File: src/rtl/sdram_init_refresh_if.sv
// Command/address bus and refresh handshake between the init/refresh
// sequencer (master) and the downstream SDRAM command path (slave).
interface sdram_init_refresh_if;
    logic        ref_grant;
    logic        cke;
    logic [3:0]  cmd;
    logic [11:0] maddr;
    logic        bus_own;
    logic        init_done;
    logic        ref_req;
    logic        ref_overrun;

    modport master (
        input  ref_grant,
        output cke,
        output cmd,
        output maddr,
        output bus_own,
        output init_done,
        output ref_req,
        output ref_overrun
    );

    modport slave (
        output ref_grant,
        input  cke,
        input  cmd,
        input  maddr,
        input  bus_own,
        input  init_done,
        input  ref_req,
        input  ref_overrun
    );
endinterface

File: src/rtl/sdram_init_refresh.sv
// SDRAM power-up init sequencer and periodic refresh scheduler for the
// Zorro II fast-RAM SDRAM. Owns the command bus during init and during each
// granted refresh; otherwise hands it to the RAM-cycle logic.
// Optional build macro REFRESH_BURST_EN: drain the whole refresh backlog in
// one bus-ownership window while ref_grant stays high.
// T_RP, T_RC and T_MRD must be at least 2.
module sdram_init_refresh #(
    parameter int unsigned INIT_WAIT        = 10000,
    parameter int unsigned INIT_REFRESHES   = 8,
    parameter int unsigned REFRESH_INTERVAL = 780,
    parameter int unsigned T_RP             = 2,
    parameter int unsigned T_RC             = 7,
    parameter int unsigned T_MRD            = 2,
    parameter logic [11:0] MODE_WORD        = 12'h020
) (
    input  logic                      CLK,
    input  logic                      RESET_n,
    sdram_init_refresh_if.master      sd
);

    localparam int unsigned MAX_A   = (INIT_WAIT > T_RC) ? INIT_WAIT : T_RC;
    localparam int unsigned MAX_B   = (T_RP > T_MRD) ? T_RP : T_MRD;
    localparam int unsigned CNT_MAX = (MAX_A > MAX_B) ? MAX_A : MAX_B;
    localparam int unsigned CNT_W   = $clog2(CNT_MAX + 1);
    localparam int unsigned TMR_W   = (REFRESH_INTERVAL > 1) ? $clog2(REFRESH_INTERVAL) : 1;
    localparam int unsigned IREF_W  = $clog2(INIT_REFRESHES + 1);

    localparam logic [3:0]  CMD_NOP = 4'b0111;
    localparam logic [3:0]  CMD_PRE = 4'b0010;
    localparam logic [3:0]  CMD_REF = 4'b0001;
    localparam logic [3:0]  CMD_MRS = 4'b0000;
    localparam logic [11:0] ADDR_A10 = 12'h400;

    typedef enum logic [3:0] {
        ST_INIT_WAIT,
        ST_INIT_PRE,
        ST_INIT_TRP,
        ST_INIT_REF,
        ST_INIT_TRC,
        ST_INIT_MRS,
        ST_INIT_TMRD,
        ST_IDLE,
        ST_REF_WAIT,
        ST_REF_CMD,
        ST_REF_TRC
    } state_t;

    state_t             state;
    logic [CNT_W-1:0]   wait_cnt;
    logic [IREF_W-1:0]  init_refs;
    logic [TMR_W-1:0]   ref_tmr;
    logic [1:0]         backlog;
    logic               cke_q;
    logic [3:0]         cmd_q;
    logic [11:0]        maddr_q;
    logic               bus_own_q;
    logic               init_done_q;
    logic               overrun_q;
    logic               tmr_wrap;
    logic               ref_issue;

    assign tmr_wrap  = init_done_q && (ref_tmr == TMR_W'(REFRESH_INTERVAL - 1));
    assign ref_issue = (state == ST_REF_CMD);

    assign sd.cke         = cke_q;
    assign sd.cmd         = cmd_q;
    assign sd.maddr       = maddr_q;
    assign sd.bus_own     = bus_own_q;
    assign sd.init_done   = init_done_q;
    assign sd.ref_req     = (backlog != 2'd0) && init_done_q;
    assign sd.ref_overrun = overrun_q;

    // Init/refresh sequencer; command and address registered alongside each transition.
    always_ff @(posedge CLK or negedge RESET_n) begin
        if (!RESET_n) begin
            state       <= ST_INIT_WAIT;
            wait_cnt    <= '0;
            init_refs   <= '0;
            cke_q       <= 1'b0;
            cmd_q       <= CMD_NOP;
            maddr_q     <= '0;
            bus_own_q   <= 1'b1;
            init_done_q <= 1'b0;
        end else begin
            cke_q   <= 1'b1;
            cmd_q   <= CMD_NOP;
            maddr_q <= '0;
            case (state)
                ST_INIT_WAIT: begin
                    if (wait_cnt == CNT_W'(INIT_WAIT)) begin
                        state   <= ST_INIT_PRE;
                        cmd_q   <= CMD_PRE;
                        maddr_q <= ADDR_A10;
                    end else begin
                        wait_cnt <= wait_cnt + CNT_W'(1);
                    end
                end
                ST_INIT_PRE: begin
                    state    <= ST_INIT_TRP;
                    wait_cnt <= '0;
                end
                ST_INIT_TRP: begin
                    if (wait_cnt == CNT_W'(T_RP - 2)) begin
                        state <= ST_INIT_REF;
                        cmd_q <= CMD_REF;
                    end else begin
                        wait_cnt <= wait_cnt + CNT_W'(1);
                    end
                end
                ST_INIT_REF: begin
                    state     <= ST_INIT_TRC;
                    wait_cnt  <= '0;
                    init_refs <= init_refs + IREF_W'(1);
                end
                ST_INIT_TRC: begin
                    if (wait_cnt == CNT_W'(T_RC - 2)) begin
                        if (init_refs == IREF_W'(INIT_REFRESHES)) begin
                            state   <= ST_INIT_MRS;
                            cmd_q   <= CMD_MRS;
                            maddr_q <= MODE_WORD;
                        end else begin
                            state <= ST_INIT_REF;
                            cmd_q <= CMD_REF;
                        end
                    end else begin
                        wait_cnt <= wait_cnt + CNT_W'(1);
                    end
                end
                ST_INIT_MRS: begin
                    state    <= ST_INIT_TMRD;
                    wait_cnt <= '0;
                end
                ST_INIT_TMRD: begin
                    if (wait_cnt == CNT_W'(T_MRD - 2)) begin
                        state       <= ST_IDLE;
                        init_done_q <= 1'b1;
                        bus_own_q   <= 1'b0;
                    end else begin
                        wait_cnt <= wait_cnt + CNT_W'(1);
                    end
                end
                ST_IDLE: begin
                    if (backlog != 2'd0) begin
                        state <= ST_REF_WAIT;
                    end
                end
                ST_REF_WAIT: begin
                    if (sd.ref_grant) begin
                        state     <= ST_REF_CMD;
                        bus_own_q <= 1'b1;
                        cmd_q     <= CMD_REF;
                    end
                end
                ST_REF_CMD: begin
                    state    <= ST_REF_TRC;
                    wait_cnt <= '0;
                end
                ST_REF_TRC: begin
                    if (wait_cnt == CNT_W'(T_RC - 2)) begin
`ifdef REFRESH_BURST_EN
                        if ((backlog != 2'd0) && sd.ref_grant) begin
                            state <= ST_REF_CMD;
                            cmd_q <= CMD_REF;
                        end else begin
                            state     <= ST_IDLE;
                            bus_own_q <= 1'b0;
                        end
`else
                        state     <= ST_IDLE;
                        bus_own_q <= 1'b0;
`endif
                    end else begin
                        wait_cnt <= wait_cnt + CNT_W'(1);
                    end
                end
                default: begin
                    state <= ST_INIT_WAIT;
                end
            endcase
        end
    end

    // Refresh interval timer, owed-refresh backlog and sticky overrun flag.
    always_ff @(posedge CLK or negedge RESET_n) begin
        if (!RESET_n) begin
            ref_tmr   <= '0;
            backlog   <= 2'd0;
            overrun_q <= 1'b0;
        end else begin
            if (init_done_q) begin
                ref_tmr <= tmr_wrap ? '0 : ref_tmr + TMR_W'(1);
            end
            if (tmr_wrap && (backlog == 2'd3)) begin
                overrun_q <= 1'b1;
            end
            case ({tmr_wrap, ref_issue})
                2'b10: if (backlog != 2'd3) backlog <= backlog + 2'd1;
                2'b01: if (backlog != 2'd0) backlog <= backlog - 2'd1;
                default: ;
            endcase
        end
    end

endmodule

File: src/flat_wrapper.sv
// flat-port wrapper written by rule: the top's interface ports become plain ports
module sdram_init_refresh_flat 
#(
    parameter int unsigned INIT_WAIT        = 10000,
    parameter int unsigned INIT_REFRESHES   = 8,
    parameter int unsigned REFRESH_INTERVAL = 780,
    parameter int unsigned T_RP             = 2,
    parameter int unsigned T_RC             = 7,
    parameter int unsigned T_MRD            = 2,
    parameter logic [11:0] MODE_WORD        = 12'h020
)
  (CLK, RESET_n, sd_ref_grant, sd_cke, sd_cmd, sd_maddr, sd_bus_own, sd_init_done, sd_ref_req, sd_ref_overrun);
  sdram_init_refresh_if sd_i ();
  input  logic CLK;
  input  logic RESET_n;
  input wire logic [$bits(sd_i.ref_grant)-1:0] sd_ref_grant;
  output wire logic [$bits(sd_i.cke)-1:0] sd_cke;
  output wire logic [$bits(sd_i.cmd)-1:0] sd_cmd;
  output wire logic [$bits(sd_i.maddr)-1:0] sd_maddr;
  output wire logic [$bits(sd_i.bus_own)-1:0] sd_bus_own;
  output wire logic [$bits(sd_i.init_done)-1:0] sd_init_done;
  output wire logic [$bits(sd_i.ref_req)-1:0] sd_ref_req;
  output wire logic [$bits(sd_i.ref_overrun)-1:0] sd_ref_overrun;
  assign sd_i.ref_grant = sd_ref_grant;
  assign sd_cke = sd_i.cke;
  assign sd_cmd = sd_i.cmd;
  assign sd_maddr = sd_i.maddr;
  assign sd_bus_own = sd_i.bus_own;
  assign sd_init_done = sd_i.init_done;
  assign sd_ref_req = sd_i.ref_req;
  assign sd_ref_overrun = sd_i.ref_overrun;
  sdram_init_refresh #(.INIT_WAIT(INIT_WAIT), .INIT_REFRESHES(INIT_REFRESHES), .REFRESH_INTERVAL(REFRESH_INTERVAL), .T_RP(T_RP), .T_RC(T_RC), .T_MRD(T_MRD), .MODE_WORD(MODE_WORD)) u_core (.CLK(CLK), .RESET_n(RESET_n), .sd(sd_i));
endmodule
File: config.mk
export PLATFORM = sky130hd
export DESIGN_NAME = sdram_init_refresh_flat
export DESIGN_NICKNAME = d
export VERILOG_FILES = /design/src/rtl/sdram_init_refresh_if.sv /design/src/rtl/sdram_init_refresh.sv /design/src/flat_wrapper.sv
export SDC_FILE = /design/constraint.sdc
export NUM_CORES = 1
export LEC_CHECK = 0
export ABC_CLOCK_PERIOD_IN_PS = 5500
export CAP_MARGIN = 15
export CELL_PAD_IN_SITES_DETAIL_PLACEMENT = 1
export CELL_PAD_IN_SITES_GLOBAL_PLACEMENT = 1
export CORE_MARGIN = 8
export CORE_UTILIZATION = 48
export CTS_CLUSTER_SIZE = 16
export DETAILED_ROUTE_END_ITERATION = 8
export PLACE_DENSITY_LB_ADDON = 0.1
export RECOVER_POWER = 50
export SETUP_SLACK_MARGIN = 0.3
export SLEW_MARGIN = 25
export SYNTH_ARGS = -nofsm -noshare
export SYNTH_HDL_FRONTEND = slang
export SYNTH_SLANG_ARGS = --single-unit
File: constraint.sdc
create_clock -name CLK -period 5.5 [get_ports CLK]
set_input_delay 1.1 -clock CLK [delete_from_list [all_inputs] [get_ports CLK]]
set_output_delay 1.1 -clock CLK [all_outputs]
set_load 0.01 [all_outputs]
==> flow_metrics.py, run 1 <==
metrics = {
    "run_status": {
        "outcome": "finished, violations left",
        "violations": "max-capacitance violations, max-slew violations",
    },
    "worst_setup_path": {
        "critPathSlowestCell": "clkbuf_1",
        "cp_cell_sequence": "clkbuf_1",
        "arrival_ns": 2.77,
        "cp_top_family": "buffers and inverters",
        "critPathMaxStageDelay_ns": 1.65,
        "end_kind": "asynchronous set/reset pin",
        "crit_type": "primary input to asynchronous set/reset pin",
        "required_ns": 5.42,
        "path_buf_inv": 1,
        "cp-start-kind": "primary input",
        "path_max_fanout": 43,
    },
    "clocking": {
        "post_cts_buffers": 0,
        "h-tree-depth": 2,
        "path_clk_slew_ns": 0.08,
        "clk_latency_ns": 0.30,
        "cts_buffers": 5,
        "cts_num_sinks": 43,
        "root_buffer": "clkbuf_8",
        "clock_path_buffers": 2,
        "cts_tree": "yes",
        "postCtsHoldBufs": 0,
        "cts_resized": 0,
    },
    "global_routing": {
        "grt_usage": 0.158,
        "grt_pass1_vias": 2162,
        "grt_pass1_wl_mm": 10.7,
        "gr-total-overflow": 0,
        "grt_max_degree": 44,
        "antenna_found_initial": 0,
    },
    "min_path": {
        "hp-class": "flip-flop to flip-flop",
    },
    "placement": {
        "dp_hpwl_mm": 4.42,
        "gp_congestion": 0.804,
        "port_buffers": 12,
    },
    "die": {
        "num_rows": 27,
        "die_area_um2": 8130,
        "num_io_pins": 24,
        "initial_utilization": 0.488,
        "die_x_um": 90.1,
        "die_h_um": 90.1,
        "core-area_um2": 5410,
    },
    "sta": {
        "fin_crit_sh": 0.518,
        "slew_viol_final": 44,
        "whs_ns": 0.490,
        "timing.slew.headroom": -0.571,
        "fin_crit_ns": 2.85,
        "hold_viol": 0,
        "fin_setup_tns_ns": 0,
        "skew_ns": 0.00917,
        "fmax_ghz": 0.351,
        "setup_violations": 0,
        "rsz0062_at_grt": "false",
        "tightest_slew_ns": 2.36,
    },
    "drt": {
        "wirelength_mm": 6.34,
        "vias_per_cell": 5.81,
        "drt_pass1_iterations": 4,
        "antenna_left": 0,
        "wl_per_cell_um": 17.4,
        "drcViolationCount": 0,
        "num_vias": 2116,
        "drt-initial-drc-count": 74,
    },
    "finish": {
        "layout_common_cells": "39 x dfrtp_1, 30 x nor2_1, 19 x nand2_1",
        "layout_commonest_cell": "dfrtp_1",
        "drive_above_1_share": 0.0959,
        "fillers": 640,
        "areaGrowthSynthToFinish_pct": 8.68,
        "regArea_um2": 1080,
        "diodes": 0,
        "multi_input_area_um2": 1390,
        "final_nets": 302,
    },
    "flow_run": {
        "drv_cap": 1,
    },
    "logic_synthesis": {
        "synth-async-reset-ratio": 1.00,
        "synthDistinctLibCells": 63,
        "ys_seq_area_frac": 0.410,
        "yosysWarnings": 0,
        "synth_edf_count": 0,
        "syn_inst": 287,
        "netlist_area_um2": 2640,
        "ys_ff_latch": 43,
        "postSynthAreaPerCell_um2": 9.19,
        "synthFlopType": "dfrtp_1",
    },
    "power": {
        "power_density_nw_per_um2": 525,
        "total_leakage_power_nw": 1.16,
        "vdd_drop_max_mv": 0.302,
    },
}
[cell families (layout without fill, tap and decap cells)]
group                      Yosys count  in the layout  share of synthesized area
adders and majority gates            8              8                     0.0379
buffers and inverters               40             35                     0.0787
AOI/OAI and AO/OA                   65             65                      0.182
muxes                                3              3                     0.0123
xor gates and xnor gates            11             11                     0.0365
and+or+nand+nor                    115            115                      0.240
other                                2             12                    0.00285
DFF                                 43             43                      0.410
[registers in the layout (all words and copies together) (netlist names)]
signal and flops:
u_core.sd.maddr 2, u_core.backlog 2, u_core.sd.init_done 1, u_core.sd.cmd 3, u_core.sd.cke 1, u_core.state 4, u_core.init_refs 4, u_core.sd.ref_overrun 1
u_core.wait_cnt 14, u_core.ref_tmr 10, u_core.sd.bus_own 1
[cell type report]
cell class,instances,area share
Multi-Input combinational cell,214,0.486
Clock inverter,2,0.0209
Clock buffer,6,0.0253
Inverter,15,0.0196
Timing Repair Buffer,12,0.0397
Sequential cell,43,0.377
Tap cell,72,0.0314
[synth_stat cells, types with 2 or more instances]
cell type,count,area (µm²)
dfrtp_1,39,976
and2_1,3,18.8
mux2_2,2,22.5
nor4_1,6,37.5
conb_1,2,7.51
o41ai_1,2,17.5
nor4bb_1,2,20.0
o21ai_0,7,35.0
nor2_1,30,113
xnor2_1,9,78.8
nand4_2,2,25.0
clkbuf_1,6,22.5
inv_1,15,56.3
nand2b_1,8,50.1
o22ai_1,2,12.5
a21oi_1,8,40.0
nor3_1,11,55.1
o21a_1,4,30.0
xor2_1,2,17.5
nand2_1,19,71.3
buf_4,14,105
buf_2,3,15.0
o21ai_1,4,20.0
nand4_1,10,62.6
nor2b_1,2,12.5
or3_1,3,18.8
dfstp_2,4,105
or2_2,3,18.8
nand3_1,5,25.0
a21o_1,3,22.5
o31ai_1,15,113
o211ai_1,2,15.0
ha_1,8,100
or4_1,3,22.5
[final timing paths]
kind	start	to	slack, ns	depth (start not counted)
max in group CLK	u_core.sd.init_done	sd_ref_req	2.86	2
max reg2reg	u_core.state[2]	u_core.wait_cnt[6]	2.96	4
max	RESET_n	u_core.state[1]	2.65	1
min	u_core.init_refs[2]	u_core.init_refs[2]	0.49	1
min reg2reg	u_core.init_refs[2]	u_core.init_refs[2]	0.49	1
min in group asynchronous	RESET_n	u_core.wait_cnt[5]	1.50	1
[per-stage QoR]
stage | instance area (µm²) | power (W) | utilization | setup WS [ns] | cells
3_5_place_dp | 2730 | 0.00121 | 0.505 | 2.86 | 356
2_1_floorplan | 2680 | 0.00105 | - | 3.51 | 297
3_3_place_gp | 2730 | 0.00119 | 0.505 | 2.93 | 356
6_report | 2870 | 0.00151 | 0.531 | 2.65 | 364
5_1_grt | 2870 | 0.00161 | 0.531 | 2.17 | 364
4_1_cts | 2860 | 0.00151 | 0.530 | 2.83 | 364
[layer usage]
metal / vias up / routed length, µm / track usage / part of all wire
met2: 33 / 3000 / 0.253 / 0.47
li1: 1021 / - / - / -
met3: 10 / 181 / 0.0349 / 0.029
met4: 0 / 114 / 0.0555 / 0.018
met5: - / 0 / 0 / 0
met1: 1052 / 3050 / 0.204 / 0.48
[report_power, final]
group | internal, W | switching, W
clock | 0.000182 | 0.000113
combinational | 0.000277 | 0.000390
sequential | 0.000409 | 0.000136
Note: power is estimated with default switching activity, not from simulation.
==> inputs of run 2 (changes only) <==
--- a/config.mk
+++ b/config.mk
@@ -5,12 +5,12 @@
 export SDC_FILE = /design/constraint.sdc
 export NUM_CORES = 1
 export LEC_CHECK = 0
-export ABC_CLOCK_PERIOD_IN_PS = 5500
+export ABC_CLOCK_PERIOD_IN_PS = 2800
 export CAP_MARGIN = 15
 export CELL_PAD_IN_SITES_DETAIL_PLACEMENT = 1
 export CELL_PAD_IN_SITES_GLOBAL_PLACEMENT = 1
 export CORE_MARGIN = 8
-export CORE_UTILIZATION = 48
+export CORE_UTILIZATION = 44
 export CTS_CLUSTER_SIZE = 16
 export DETAILED_ROUTE_END_ITERATION = 8
 export PLACE_DENSITY_LB_ADDON = 0.1
==> constraint.sdc (replaced) <==
create_clock -name CLK -period 2.8 [get_ports CLK]
set_input_delay 0.56 -clock CLK [delete_from_list [all_inputs] [get_ports CLK]]
set_output_delay 0.56 -clock CLK [all_outputs]
set_load 0.01 [all_outputs]
==> flow_metrics.py, run 2 (same netlist as run 1, synthesis figures left out) <==
metrics = {
    "die": {
        "initial_utilization": 0.451,
        "die_x_um": 93.4,
        "core-area_um2": 5850,
        "num_io_pins": 24,
        "num_rows": 28,
        "die_h_um": 93.4,
        "die_area_um2": 8730,
    },
    "sta": {
        "tightest_slew_ns": 0.816,
        "skew_ns": 0.00571,
        "slew_viol_final": 0,
        "whs_ns": 0.315,
        "timing.slew.headroom": 0.456,
        "fmax_ghz": 0.439,
        "fin_crit_ns": 2.28,
        "rsz0062_at_grt": "false",
        "fin_ws_ns": 0.525,
        "hold_viol": 0,
        "fin_setup_tns_ns": 0,
        "fin_crit_sh": 0.813,
        "setup_violations": 0,
    },
    "drt": {
        "drt_pass1_iterations": 4,
        "drt-initial-drc-count": 59,
        "antenna_left": 0,
        "wl_per_cell_um": 17.4,
        "vias_per_cell": 5.74,
        "num_vias": 2146,
        "drcViolationCount": 0,
        "wirelength_mm": 6.52,
    },
    "min_path": {
        "hp-class": "primary input to asynchronous set/reset pin",
    },
    "global_routing": {
        "grt_pass1_vias": 2242,
        "gr-total-overflow": 0,
        "antenna_found_initial": 0,
        "grt_usage": 0.160,
        "grt_pass1_wl_mm": 11.3,
        "grt_max_degree": 31,
    },
    "placement": {
        "dp_hpwl_mm": 4.70,
        "port_buffers": 12,
        "gp_congestion": 0.781,
        "dpl.cell_count": 366,
        "dp_slack_ns": 0.527,
    },
    "clocking": {
        "postCtsHoldBufs": 0,
        "clock_path_buffers": 2,
        "path_clk_slew_ns": 0.09,
        "clk_latency_ns": 0.31,
        "h-tree-depth": 2,
        "root_buffer": "clkbuf_8",
        "cts_buffers": 5,
        "post_cts_buffers": 0,
        "cts_tree": "yes",
        "cts_num_sinks": 43,
    },
    "worst_setup_path": {
        "arrival_ns": 2.50,
        "ff2ff_setup_slack_ns": 0.52,
        "path_max_fanout": 18,
        "critPathMaxStageDelay_ns": 0.61,
        "cp_cell_sequence": "or2_1, or3_1, o21ai_2, buf_4, nor3_1, o22ai_1",
        "end_kind": "flip-flop",
        "cp-start-kind": "flip-flop",
        "critPathSlowestCell": "dfrtp_1",
        "required_ns": 3.03,
        "crit_type": "flip-flop to flip-flop",
    },
    "run_status": {
        "outcome": "completed",
    },
    "finish": {
        "largest_register_ffs": 14,
        "areaGrowthSynthToFinish_pct": 8.77,
        "layoutNonFillerInstCount": 374,
        "diodes": 0,
        "final_nets": 309,
        "drive_above_1_share": 0.117,
        "top_regs": "u_core.wait_cnt x14, u_core.ref_tmr x10",
        "top_register": "u_core.wait_cnt",
        "layout_commonest_cell": "dfrtp_1",
        "layout_common_cells": "39 x dfrtp_1, 30 x nor2_1, 19 x nand2_1",
    },
    "power": {
        "total_leakage_power_nw": 1.17,
        "vdd_drop_max_mv": 0.726,
        "power_density_nw_per_um2": 989,
    },
    "flow_run": {
        "drv_cap": 0,
    },
}
## run 2: routing by layer
metal / global-route usage / part of all wire
met1: 0.206 / 0.50
met2: 0.261 / 0.46
met3: 0.0264 / 0.026
met4: 0.0617 / 0.011
met5: 0 / 0
## run 2: through the flow
step / power (W) / area (µm²) / utilization
final: 0.00284 / 2870 / 0.491
after global routing: 0.00309 / 2870 / 0.491
after CTS: 0.00286 / 2870 / 0.491
after detailed placement: 0.00243 / 2790 / 0.476
after global placement: 0.00240 / 2790 / 0.476
after floorplan: 0.00206 / 2680 / -
## run 2: power by group
part	internal [W]	leakage, nW	total [W]	switching [W]
Clock	0.000175	0.0412	0.000405	0.000230
Combinational	0.000592	0.578	0.00138	0.000784
Sequential	0.000804	0.550	0.00106	0.000255
Total	0.00157	1.17	0.00284	0.00127
## run 2: final cells by class
class	count	area, µm²
Timing Repair Buffer	19	164
Fill cell	693	2980
Tap cell	75	93.8
Inverter	15	56.3
Sequential cell	43	1080
Clock inverter	2	12.5
Multi-Input combinational cell	214	1390
Clock buffer	6	72.6
## run 2: worst paths after layout
path                                       start               endpoint  cells past startpoint
hold / removal                           RESET_n     u_core.wait_cnt[0]                      1
min in group CLK           u_core.sd.ref_overrun  u_core.sd.ref_overrun                      1
max in group asynchronous                RESET_n      u_core.ref_tmr[1]                      2
hold reg to reg            u_core.sd.ref_overrun  u_core.sd.ref_overrun                      1
setup / recovery                 u_core.state[0]    u_core.wait_cnt[10]                      6
setup reg to reg                 u_core.state[0]    u_core.wait_cnt[10]                      6
## run 2: timing repair
action | CTS | global route
endpoints found under the setup margin | 0 | 2
endpoints found under the hold margin | 0 | 0
gates resized for setup | 0 | 1
## run 2: critical path, delay by kind of cell, from the launching register on
family | cells | cell delay [ns]
AOI/OAI and AO/OA | 2 | 0.50
buffers and inverters | 1 | 0.23
DFF | 1 | 0.61
and+or+nand+nor | 3 | 0.86
==> RTL change 1: new RTL, settings of run 2 <==
`INIT_WAIT` is set to 10000 in 2 places; all go to 20000.
--- a/src/rtl/sdram_init_refresh.sv
+++ b/src/rtl/sdram_init_refresh.sv
@@ -7,3 +7,3 @@
 module sdram_init_refresh #(
-    parameter int unsigned INIT_WAIT        = 10000,
+    parameter int unsigned INIT_WAIT        = 20000,
     parameter int unsigned INIT_REFRESHES   = 8,
--- a/src/flat_wrapper.sv
+++ b/src/flat_wrapper.sv
@@ -3,3 +3,3 @@
 #(
-    parameter int unsigned INIT_WAIT        = 10000,
+    parameter int unsigned INIT_WAIT        = 20000,
     parameter int unsigned INIT_REFRESHES   = 8,
Formal check against the unedited RTL: same outputs for any inputs over 10 cycles, from zero or initial values and one cycle with RESET_n low; that may be too few to reach the edited logic, so the function may still have changed.
==> RTL change 1 against run 2 <==
Count of clock-buffer cells in the layout down 1; design area rose by 1.4%; worst hold slack improved by 14 ps; wire length shrank 2.6%; fmax fell by 3.6%; synthesized area is essentially flat; setup slack worse by 86 ps; sequential share of layout area rose by 0.34 points; critical path depth increased by 1; sequential cell count rose by 1; core utilization up 0.68 points; highest routed layer unchanged.
Power is not compared: it rests on default switching activity, and its combinational part moved more than twofold at a synthesized area within 25%.
==> RTL change 1: results (changes against run 2) <==
Global routing
The fraction of met1 tracks used by global routing came to 19.86% (-0.77 points). The global router's overall resource usage is 15.83% (-0.21 points). The maximum number of pins on one net before global-route repair is 32 (+3.2%).

The global-route wire length before repair was 11140 µm (-1.3%). The global-route met2 utilization came to 26.26% (+0.12 points). The met3 routing resource usage after global routing is 3.125% (+0.48 points). The via count of the first global-routing pass is 2226 (-0.71%).

Synthesis
The xor/xnor share of the synthesized area is 3.985% (+0.33 points). The fraction of the mapped netlist area in compound gates is 16.60% (-1.6 points). In the synthesized netlist, the cells that appear most often are dfrtp_1, nor2_1, nand2_1. The post-synthesis sequential area ratio came to 41.94% (+0.97 points).

The adder and majority gate portion of the synthesized area was 3.795% (about the same). Sorting the synthesized cells by area gives the leading types as dfrtp_1, o31ai_1, dfstp_2. The portion of netlist area occupied by mux cells is 0.4269% (-0.81 points). The number of distinct library cell variants in the gate-level netlist after synthesis is 53 (-16%).

The gate count of the mapped netlist is 288 (+0.35%).

Worst setup path
The highest cell delay on the worst timing path is 530 ps (-80 ps). The highest net fanout along the worst path is 7 (-11). The largest individual stage delay along the critical path comes from the cell or4b_1.

Cells and area
In the final layout, the registers with the most flip-flops are u_core.wait_cnt x15, u_core.ref_tmr x10. The layout cell share with drive strength beyond 1 is 9.571% (-2.1 points). The flip-flop count of the largest register after layout is 15 (+1).

The count of fill cells added during filler insertion came to 689 (-0.58%). The final instance count without filler cells is 378 (+1.1%). The count of nets after finishing came to 313 (+1.3%).

STA
The worst clock skew is 4.867 ps (-0.8418 ps). The worst-case hold slack is 328.9 ps (+13.61 ps). The final worst setup slack came to 438.9 ps (-85.72 ps).

The worst slew margin relative to its limit is 43.75% (-1.8 points).

Route
The wire length on met2 was 3049 µm (+1.1%). The met1 wire length is 3009 µm (-7.7%). The DRC violation total after the first TritonRoute iteration is 65 (+10%). The total met3 wirelength after detailed routing is 180 µm (+6.5%). The highest layer touched by signal routing is met4. The final routed wirelength across all metal layers is 6347 µm (-2.6%).

Placed design
The placed instance count is 370 (+1.1%). The placed wire-length estimate after detailed placement is 4658 µm (-0.95%). The total placed instance area is 2799 µm² (+0.45%). The post-placement setup slack is 506.3 ps (-20.38 ps). The global placer's final weighted congestion is 0.7934 (+1.6%).

Run status
The flow ran to the end, and the final reports show no timing, DRC or antenna violations.
==> RTL change 1: worst paths after layout <==
path | start | depth (start not counted) | to
max | u_core.wait_cnt[0]$_DFFE_PN0P_ | 7 | u_core.state[2]$_DFFE_PN0P_
min | RESET_n | 1 | u_core.wait_cnt[1]$_DFFE_PN0P_
max reg2reg | u_core.wait_cnt[0]$_DFFE_PN0P_ | 7 | u_core.state[2]$_DFFE_PN0P_
min reg2reg | u_core.sd.ref_overrun$_DFFE_PN0P_ | 1 | u_core.sd.ref_overrun$_DFFE_PN0P_
max in group asynchronous | RESET_n | 2 | u_core.ref_tmr[1]$_DFFE_PN0P_
min in group CLK | u_core.sd.ref_overrun$_DFFE_PN0P_ | 1 | u_core.sd.ref_overrun$_DFFE_PN0P_
==> RTL change 1: cell type report <==
class	instances	area [µm²]	area share, %
clock buffer	5	68.82	2.365
inverter	15	56.30	1.935
timing repair buffer	21	178.9	6.148
sequential	44	1106	38.01
multi-input combinational	215	1360	46.73
tap	75	93.84	3.224
clock inverter	3	46.29	1.591
==> RTL change 2: new RTL, flow settings as in run 2 <==
Without the edit above. Re-encode `state_t` (11 states) as one-hot, 11 bits wide.
--- a/src/rtl/sdram_init_refresh.sv
+++ b/src/rtl/sdram_init_refresh.sv
@@ -33,14 +33,14 @@
 
-    typedef enum logic [3:0] {
-        ST_INIT_WAIT,
-        ST_INIT_PRE,
-        ST_INIT_TRP,
-        ST_INIT_REF,
-        ST_INIT_TRC,
-        ST_INIT_MRS,
-        ST_INIT_TMRD,
-        ST_IDLE,
-        ST_REF_WAIT,
-        ST_REF_CMD,
-        ST_REF_TRC
+    typedef enum logic [10:0] {
+        ST_INIT_WAIT = 11'b00000000001,
+        ST_INIT_PRE  = 11'b00000000010,
+        ST_INIT_TRP  = 11'b00000000100,
+        ST_INIT_REF  = 11'b00000001000,
+        ST_INIT_TRC  = 11'b00000010000,
+        ST_INIT_MRS  = 11'b00000100000,
+        ST_INIT_TMRD = 11'b00001000000,
+        ST_IDLE      = 11'b00010000000,
+        ST_REF_WAIT  = 11'b00100000000,
+        ST_REF_CMD   = 11'b01000000000,
+        ST_REF_TRC   = 11'b10000000000
     } state_t;
Function: same outputs for any inputs over 10 cycles, from zero or initial values and one cycle with RESET_n low; not proved beyond that.
==> RTL change 2 against run 2 <==
Synthesized area is 11% higher; wire length is 11% higher; die area is 9.1% higher; sequential cell count is 7 higher; setup slack worse by 50 ps; clock skew is 6.2 ps higher; design area is 11% higher; synthesized cell count is 7.7% higher.
Power is not compared: it rests on default switching activity, and its combinational part moved more than twofold at a synthesized area within 25%.
==> RTL change 2: results (changes against run 2) <==
Worst setup path
The setup slack of the most critical reg-to-reg path was 480 ps (-50 ps). The worst register-to-register path ends at u_core.backlog[1]$_DFFE_PN0P_. The critical register-to-register path startpoint is u_core.state[2]$_DFFE_PN0P_. The highest net fanout along the worst path came to 8 (-10).

The arrival time at the worst endpoint is 2520 ps (+20 ps). The worst setup path is launched from a register.

Placed design
The total placed instance area is 3033 µm² (+8.8%). The global placer's final weighted congestion is 0.9491 (+22%). The placed wire-length estimate after detailed placement is 5507 µm (+17%). The count of buffers from port buffering is 12 (unchanged). The post-placement setup slack is 283.2 ps (-243.5 ps).

STA
The minimum period implied by the final worst setup slack was 2325 ps (+49.57 ps). The worst clock skew is 11.91 ps (+6.203 ps). The measured slew at the worst slew-check pin is 1084 ps (+267.1 ps).

The worst-case hold slack was 371.4 ps (+56.04 ps).

Cells and area
The count of fill cells added during filler insertion is 738 (+6.5%). The synthesis-to-layout area growth is 8.582%. The final instance count without filler cells is 394 (+5.3%). The layout cell share with drive strength beyond 1 is 10.73% (-0.98 points). The count of nets after finishing is 327 (+5.8%).

The largest registers in the layout are u_core.wait_cnt x14, u_core.state x11, u_core.ref_tmr x10.

Min path
The worst hold-check path type is primary input to asynchronous set/reset pin.

Global routing
The via count of the first global-routing pass is 2364 (+5.4%). The global-route met2 utilization is 26.38% (+0.24 points). The global-route wire length before repair is 12300 µm (+8.9%). The maximum number of pins on one net before global-route repair is 21 (-32%). The fraction of met1 tracks used by global routing is 19.29% (-1.3 points). The global router's overall resource usage is 15.36% (-0.67 points). The met3 routing resource usage after global routing came to 2.987% (+0.34 points). The number of antenna violations at the first check in global routing is 0 (unchanged).

Run status
The run finished with clean final reports.

Synthesis
The dominant synthesized flop cell is dfrtp_1. In the post-synthesis netlist, the biggest area contributors are dfrtp_1, dfstp_2, nand4_1. The post-synthesis sequential area ratio came to 42.91% (+1.9 points). The number of distinct library cell variants in the gate-level netlist after synthesis is 58 (-7.9%).

The share of async-settable or async-resettable flops after synthesis is 100.0% (unchanged). The gate count of the mapped netlist was 309 (+7.7%). In the synthesized netlist, the cells that appear most often are dfrtp_1, nand2_1, nor2_1.

Route
The DRC violation total after the first TritonRoute iteration is 99 (+68%). The final routed wirelength across all metal layers came to 7202 µm (+11%). The iteration count of the initial detailed-routing pass is 4 (unchanged). The vias per cell is 5.794 (+0.98%).
==> RTL change 2: cell types whose count changed in the layout (fill, tap and decap cells not counted), sizes merged, moves of 6 or more <==
cell,run 2,this run
nor2,30,23
xor2,2,10
dfrtp,39,45
nand4,12,20
o21ai,12,20
o31ai,15,8
nand2,19,31
and3,1,10
==> RTL change 2: cell families (layout without fill, tap and decap cells) <==
logic type	after synthesis	count (layout)	synth area share [%]
compound gates	50	50	11.40
simple gates	137	137	27.46
flops	50	50	42.91
mux	5	5	1.793
xor+xnor	17	17	5.081
fa+ha+maj	8	8	3.416
other cells	2	12	0.2563
buf+inv	40	38	7.686
==> RTL change 2: cell type report <==
type,count,area share [%]
flip-flops and latches,50,39.52
multi-input cells,229,47.31
repair buffers,15,4.050
well taps,77,3.028
clock inverters,3,2.163
clock buffers,5,2.163
inverters,15,1.770
==> RTL change 2: worst max path at each step <==
stage | end
after global placement | u_core.state[8]$_DFFE_PN0P_
after floorplan | u_core.backlog[1]$_DFFE_PN0P_
after detailed placement | u_core.state[8]$_DFFE_PN0P_
final | u_core.backlog[1]$_DFFE_PN0P_
after global routing | u_core.backlog[1]$_DFFE_PN0P_
after CTS | u_core.state[8]$_DFFE_PN0P_
==> RTL change 2: critical path: stages, from the launching register on <==
cell      delay [ps]
dfrtp_1          510
nor4_2           530
and2_1           290
nand3_1          160
ha_1             380
nor4_1           270
a211oi_1          80
==> RTL change 2: metal layers <==
metal / vias to the layer above / share of wire (%)
met4: 0 / 0.87
li1: 1110 / -
met5: - / 0
met2: 39 / 49
met1: 1128 / 46
met3: 6 / 3.6
==> RTL change 2: what timing repair did <==
item	CTS	global route
gates cloned	0	0
hold buffers	0	0
gates resized for setup	1	2
endpoints found under the setup margin	1	1
